**config.mk**
```make
export PLATFORM = sky130hd
export DESIGN_NAME = rv32i_fetch_unit
export DESIGN_NICKNAME = d
export VERILOG_FILES = /design/src/rtl/rv32i_fetch_pkg.sv /design/src/rtl/fetch_fifo.sv /design/src/rtl/rv32i_fetch_unit.sv
export SDC_FILE = /design/constraint.sdc
export NUM_CORES = 1
export LEC_CHECK = 0
export CAP_MARGIN = 25
export CORE_MARGIN = 3
export CORE_UTILIZATION = 45
export DETAILED_ROUTE_END_ITERATION = 10
export GPL_TIMING_DRIVEN = 0
export PLACE_DENSITY = 0.67
export SLEW_MARGIN = 20
export SYNTH_ARGS = -nofsm -noshare
export SYNTH_HDL_FRONTEND = slang
export SYNTH_HIERARCHICAL = 1
export SYNTH_SLANG_ARGS = --single-unit
```
**constraint.sdc**
```tcl
create_clock -name clk -period 4.7 [get_ports clk]
set_clock_uncertainty 0.2 [all_clocks]
set_input_delay 0.94 -clock clk [delete_from_list [all_inputs] [get_ports clk]]
set_output_delay 0.94 -clock clk [all_outputs]
set_load 0.005 [all_outputs]
```
**src/rtl/rv32i_fetch_pkg.sv**
```systemverilog
// Shared types and constants for the rv32i instruction fetch stage.
package rv32i_fetch_pkg;

  localparam int          FETCH_PC_W = 8;
  localparam logic [31:0] NOP_INSTR  = 32'h0000_0013;

  typedef struct packed {
    logic [FETCH_PC_W-1:0] pc;
    logic [31:0]           instr;
  } fetch_entry_t;

  // Saturating increment used by the optional performance counters.
  function automatic logic [31:0] sat_inc(input logic [31:0] v, input logic en);
    return (en && (v != '1)) ? v + 32'd1 : v;
  endfunction

endpackage

```
**src/rtl/fetch_fifo.sv**
```systemverilog
// Synchronous prefetch FIFO of fetch entries; flush overrides push and pop.
module fetch_fifo
  import rv32i_fetch_pkg::*;
#(
  parameter int  DEPTH   = 4,
  parameter type entry_t = fetch_entry_t
) (
  input  logic                     clk_i,
  input  logic                     rst_i,
  input  logic                     flush_i,
  input  logic                     push_i,
  input  entry_t                   push_data_i,
  input  logic                     pop_i,
  output entry_t                   head_o,
  output logic                     empty_o,
  output logic [$clog2(DEPTH):0]   count_o
);

  localparam int AW = $clog2(DEPTH);
  localparam int CW = AW + 1;

  entry_t          mem_q [DEPTH];
  logic [AW-1:0]   wr_ptr_q, wr_ptr_d;
  logic [AW-1:0]   rd_ptr_q, rd_ptr_d;
  logic [CW-1:0]   count_q, count_d;
  logic            do_push, do_pop;

  assign do_push = push_i && !flush_i;
  assign do_pop  = pop_i && !flush_i && (count_q != '0);

  always_comb begin
    wr_ptr_d = wr_ptr_q;
    rd_ptr_d = rd_ptr_q;
    count_d  = count_q;
    if (flush_i) begin
      wr_ptr_d = '0;
      rd_ptr_d = '0;
      count_d  = '0;
    end else begin
      if (do_push) wr_ptr_d = wr_ptr_q + AW'(1);
      if (do_pop)  rd_ptr_d = rd_ptr_q + AW'(1);
      count_d = count_q + CW'(do_push) - CW'(do_pop);
    end
  end

  always_ff @(posedge clk_i) begin
    if (rst_i) begin
      wr_ptr_q <= '0;
      rd_ptr_q <= '0;
      count_q  <= '0;
    end else begin
      wr_ptr_q <= wr_ptr_d;
      rd_ptr_q <= rd_ptr_d;
      count_q  <= count_d;
    end
  end

  // Storage is not reset; the empty flag masks stale contents.
  always_ff @(posedge clk_i) begin
    if (do_push) mem_q[wr_ptr_q] <= push_data_i;
  end

  assign head_o  = mem_q[rd_ptr_q];
  assign empty_o = (count_q == '0);
  assign count_o = count_q;

endmodule

```
**src/rtl/rv32i_fetch_unit.sv**
```systemverilog
// rv32i fetch stage: PC, credit-limited imem requests, prefetch FIFO, redirect flush.
// Optional FETCH_PERF_EN adds saturating perf_fetched/perf_dropped/perf_stall counters.
module rv32i_fetch_unit
  import rv32i_fetch_pkg::*;
#(
  parameter int                  PC_WIDTH = 8,
  parameter logic [PC_WIDTH-1:0] RESET_PC = '0,
  parameter int                  DEPTH    = 4
) (
  input  logic                clk,
  input  logic                rst,
  output logic                imem_req,
  output logic [PC_WIDTH-1:0] imem_addr,
  input  logic                imem_gnt,
  input  logic                imem_rvalid,
  input  logic [31:0]         imem_rdata,
  input  logic                redirect_valid,
  input  logic [PC_WIDTH-1:0] redirect_pc,
  output logic                instr_valid,
  input  logic                instr_ready,
  output logic [31:0]         instruction,
  output logic [PC_WIDTH-1:0] instr_pc
`ifdef FETCH_PERF_EN
  ,
  output logic [31:0]         perf_fetched,
  output logic [31:0]         perf_dropped,
  output logic [31:0]         perf_stall
`endif
);

  localparam int            CW      = $clog2(DEPTH) + 1;
  localparam logic [CW:0]   DEPTH_L = (CW + 1)'(DEPTH);

  typedef struct packed {
    logic [PC_WIDTH-1:0] pc;
    logic [31:0]         instr;
  } entry_t;

  logic [PC_WIDTH-1:0] fetch_pc_q, fetch_pc_d;
  logic [PC_WIDTH-1:0] resp_pc_q, resp_pc_d;
  logic [PC_WIDTH-1:0] last_pc_q, last_pc_d;
  logic [CW-1:0]       outstanding_q, outstanding_d;
  logic [CW-1:0]       drop_cnt_q, drop_cnt_d;
  logic [CW-1:0]       fifo_count;
  logic [PC_WIDTH-1:0] redirect_base;
  logic                fifo_empty, grant, dropping, push, pop;
  entry_t              head, push_entry;

  // Handshakes: a request transfers on imem_req & imem_gnt; an instruction
  // transfers on instr_valid & instr_ready. imem_addr holds while waiting for gnt.
  assign redirect_base = {redirect_pc[PC_WIDTH-1:2], 2'b00};
  assign imem_req  = !rst && !redirect_valid &&
                     (({1'b0, outstanding_q} + {1'b0, fifo_count}) < DEPTH_L);
  assign imem_addr = fetch_pc_q;
  assign grant     = imem_req && imem_gnt;

  // Responses to requests issued before a redirect are discarded in order.
  assign dropping   = imem_rvalid && (redirect_valid || (drop_cnt_q != '0));
  assign push       = imem_rvalid && !dropping;
  assign pop        = instr_valid && instr_ready && !redirect_valid;
  assign push_entry = '{pc: resp_pc_q, instr: imem_rdata};

  always_comb begin
    outstanding_d = outstanding_q + CW'(grant) - CW'(imem_rvalid);
    fetch_pc_d    = grant ? fetch_pc_q + PC_WIDTH'(4) : fetch_pc_q;
    resp_pc_d     = push ? resp_pc_q + PC_WIDTH'(4) : resp_pc_q;
    last_pc_d     = push ? resp_pc_q : last_pc_q;
    drop_cnt_d    = (imem_rvalid && (drop_cnt_q != '0)) ? drop_cnt_q - CW'(1) : drop_cnt_q;
    if (redirect_valid) begin
      fetch_pc_d = redirect_base;
      resp_pc_d  = redirect_base;
      last_pc_d  = RESET_PC;
      drop_cnt_d = outstanding_d;
    end
  end

  always_ff @(posedge clk) begin
    if (rst) begin
      fetch_pc_q    <= RESET_PC;
      resp_pc_q     <= RESET_PC;
      last_pc_q     <= RESET_PC;
      outstanding_q <= '0;
      drop_cnt_q    <= '0;
    end else begin
      fetch_pc_q    <= fetch_pc_d;
      resp_pc_q     <= resp_pc_d;
      last_pc_q     <= last_pc_d;
      outstanding_q <= outstanding_d;
      drop_cnt_q    <= drop_cnt_d;
    end
  end

  always_ff @(posedge clk) begin
    if (!rst && imem_rvalid) begin
      assert (outstanding_q != '0);
    end
  end

  fetch_fifo #(
    .DEPTH   (DEPTH),
    .entry_t (entry_t)
  ) u_fifo (
    .clk_i       (clk),
    .rst_i       (rst),
    .flush_i     (redirect_valid),
    .push_i      (push),
    .push_data_i (push_entry),
    .pop_i       (pop),
    .head_o      (head),
    .empty_o     (fifo_empty),
    .count_o     (fifo_count)
  );

  assign instr_valid = !fifo_empty;
  assign instruction = fifo_empty ? NOP_INSTR : head.instr;
  assign instr_pc    = fifo_empty ? last_pc_q : head.pc;

`ifdef FETCH_PERF_EN
  logic [31:0] perf_fetched_q, perf_dropped_q, perf_stall_q;

  always_ff @(posedge clk) begin
    if (rst) begin
      perf_fetched_q <= '0;
      perf_dropped_q <= '0;
      perf_stall_q   <= '0;
    end else begin
      perf_fetched_q <= sat_inc(perf_fetched_q, push);
      perf_dropped_q <= sat_inc(perf_dropped_q, dropping);
      perf_stall_q   <= sat_inc(perf_stall_q, instr_ready && !instr_valid);
    end
  end

  assign perf_fetched = perf_fetched_q;
  assign perf_dropped = perf_dropped_q;
  assign perf_stall   = perf_stall_q;
`endif

endmodule

```
==> flow_metrics.py <==
metrics = {
    "floorplan": {
        "core_um2": 16820,
        "initial_utilization_pct": 46.64,
        "dieArea_um2": 19050,
        "die_width_um": 138.0,
        "die_y_um": 138.0,
        "io_pins": 96,
        "fp-row-count": 47,
    },
    "synth": {
        "synth_top_area_cell": "edfxtp_1",
        "avgSynthCellArea_um2": 17.75,
        "yosys_warnings": 6,
        "syn_inst": 442,
        "synth_edf_count": 160,
        "yosysSeqAreaShare_pct": 69.68,
        "yosys-top-cells-count": "edfxtp_1 (160), mux4_2 (40), dfxtp_1 (33), nor2b_1 (33), nand2_1 (17)",
        "synth_cell_types": 46,
        "syn_area_um2": 7844,
        "ys.flop_type": "edfxtp_1",
        "synthArstFlopShare_pct": 0,
        "yosysTopAreaCellShare_pct": 61.25,
        "synth_most_common_cell": "edfxtp_1",
        "synthTopCellsByArea": "edfxtp_1 (61%), mux4_2 (11%), dfxtp_1 (8.4%)",
        "ys_ff_latch": 193,
    },
    "setup_path": {
        "start_kind": "flip-flop",
        "crit_required_ps": 3560,
        "r2r-end": "u_fifo/count_o[2]",
        "path_cells": "nor3_1, buf_2, clkbuf_1, or2_2, clkdlybuf4s50_1",
        "worstSetupPathType": "flip-flop to primary output",
        "cp_max_fo": 10,
        "rr_startpoint": "u_fifo/count_o[1]",
        "cp.arrival_ps": 2780,
        "crit_path_end_kind": "primary output",
        "cp_slowest_cell": "nor3_1",
        "crit_path_max_incr_delay_ps": 520,
        "r2r_cells": 13,
        "r2r_slack_ps": 1170,
    },
    "clocking": {
        "cts.path.max_buffers": 2,
        "numCtsBuffers": 17,
        "clkTransAtPathRegs_ps": 60,
        "cts_resized": 0,
        "clock-sinks": 193,
        "cts_tree": "done",
        "cts_root_buffer": "clkbuf_16",
        "insertion_delay_ps": 430,
        "postCtsSetupRepairBufs": 0,
        "htree_levels": 4,
        "ctsHoldBuffers": 0,
    },
    "worst_hold_path": {
        "min_from": "last_pc_q[3]",
        "hold_class": "flip-flop to flip-flop",
        "whs_endpoint": "last_pc_q[3]",
        "hold_depth": 2,
    },
    "timing": {
        "rsz0062_at_grt": "no",
        "hold_violations": 0,
        "max_freq_mhz": 254.9,
        "period_share_pct": 83.48,
        "slew_headroom_pct": 56.25,
        "setup_viol": 0,
        "fin_crit_ps": 3923,
        "setup_tns_ps": 0,
        "whs_ps": 262.1,
        "final-max-slew-violation-count": 0,
        "tightestPinTransition_ps": 656.2,
    },
    "placed_design": {
        "dp_hpwl_um": 9102,
        "place_congestion": 0.8040,
        "portBuffers": 91,
    },
    "route": {
        "initialDrtViolationCount": 268,
        "drt_first_pass_iters": 4,
        "wirelength_um": 14050,
        "vias": 4119,
        "ant_nets": 0,
        "wl_per_cell_um": 17.67,
        "via_per_inst": 5.181,
        "drcViolationCount": 0,
    },
    "layout": {
        "n_fill_cell": 1305,
        "layout-drive-gt1-share_pct": 17.57,
        "synthToLayoutAreaGrowth_pct": 23.32,
        "nNetsFinal": 624,
        "regArea_um2": 5465,
        "multi_input_area_um2": 2191,
        "antenna_cells": 0,
    },
    "global_routing": {
        "grt_pass1_vias": 4364,
        "grt_max_degree": 41,
        "antenna_found_initial": 0,
        "grt_pass1_wl_um": 22900,
        "groute.usage.overall_pct": 15.33,
        "globalRouteOverflowTotal": 0,
    },
    "pwr": {
        "power.density_nw_per_um2": 378.4,
        "ir_drop_v": 0.0002732,
        "p_total_mw": 3.661,
        "power_leakage_nw": 3.200,
    },
    "flow_run": {
        "drv_cap": 0,
    },
    "run_status": {
        "status": "finished, final reports clean",
    },
}
## cell usage in the layout, fill, tap and decap left out, drive strengths merged, types with 5 or more instances in the layout
| cell type | count |
|---|---|
| edfxtp | 160 |
| clkdlybuf4s50 | 91 |
| mux4 | 40 |
| nor2b | 33 |
| dfxtp | 33 |
| clkbuf | 28 |
| inv | 19 |
| nand2 | 18 |
| buf | 15 |
| a21oi | 14 |
| ha | 14 |
| xor2 | 10 |
| conb | 10 |
| mux2 | 9 |
| nor3 | 9 |
| a21boi | 9 |
| nor2 | 6 |
| or2 | 5 |
| and2 | 5 |
| clkinv | 5 |
## critical path: cells and delay by family, from the launching register on
family / cells / cell delay [ps]
DFF: 1 / 370
buffers and inverters: 3 / 1230
and+or+nand+nor: 2 / 750
## stage by stage
stage | std cells | cell area (µm²) | util, % | setup slack [ps]
final | 795 | 9673 | 57.51 | 776.7
after detailed placement | 763 | 9079 | 53.98 | 509.9
after CTS | 795 | 9673 | 57.51 | 670.4
after global routing | 795 | 9673 | 57.51 | 551.9
after global placement | 762 | 9064 | 53.89 | -185.5
after floorplan | 451 | 7878 | - | 1391
## cell families (layout without fill, tap and decap cells)
group / Yosys count / after routing / synth area share (%)
muxes: 51 / 51 / 13.03
AOI/OAI and AO/OA: 33 / 33 / 2.744
and+or+nand+nor: 95 / 95 / 6.955
buffers and inverters: 38 / 162 / 2.951
DFF: 193 / 193 / 69.68
adders and majority gates: 16 / 16 / 2.744
other: 1 / 10 / 0.04781
xor gates and xnor gates: 15 / 15 / 1.850
## state kept, by name, indices dropped and copies added, names as in the netlist, named ones only
name,cells
u_fifo/count_o,3
last_pc_q,6
outstanding_q,3
resp_pc_q,6
u_fifo/rd_ptr_q,2
imem_addr,6
u_fifo/wr_ptr_q,2
u_fifo/mem_q,160
drop_cnt_q,3
## metal layers
metal | GRT usage (%) | vias to the layer above | wire (µm)
met3 | 3.626 | 15 | 611
met5 | 0 | - | 0
met4 | 5.772 | 0 | 171
met2 | 24.61 | 106 | 6882
li1 | - | 1928 | -
met1 | 20.56 | 2070 | 6383
## worst max-delay path by stage
stage                      startpoint                   to  slack, ps  cells past startpoint
global route        u_fifo/count_o[1]       instruction[1]        550                      5
CTS                 u_fifo/count_o[1]       instruction[1]        670                      5
floorplan              redirect_valid        drop_cnt_q[2]       1390                     12
finish              u_fifo/count_o[1]       instruction[1]        780                      5
detailed placement        imem_rvalid    u_fifo/count_o[2]        510                     12
global placement          imem_rvalid  u_fifo/mem_q[0][14]       -190                      5
## final cells by class
| cell class | count | area share (%) |
|---|---|---|
| Inverter | 16 | 0.6209 |
| Clock buffer | 20 | 4.514 |
| Multi-Input combinational cell | 220 | 22.65 |
| Buffer | 22 | 1.772 |
| Timing Repair Buffer | 92 | 9.468 |
| Sequential cell | 193 | 56.50 |
| Clock inverter | 12 | 1.630 |
| Tap cell | 220 | 2.846 |
## where the power goes
part | leakage [nW] | internal, mW | switching (mW)
combinational | 1.20 | 0.152 | 0.139
sequential | 1.72 | 1.90 | 0.0324
clock | 0.288 | 0.841 | 0.594
Note: power is estimated with default switching activity, not from simulation.
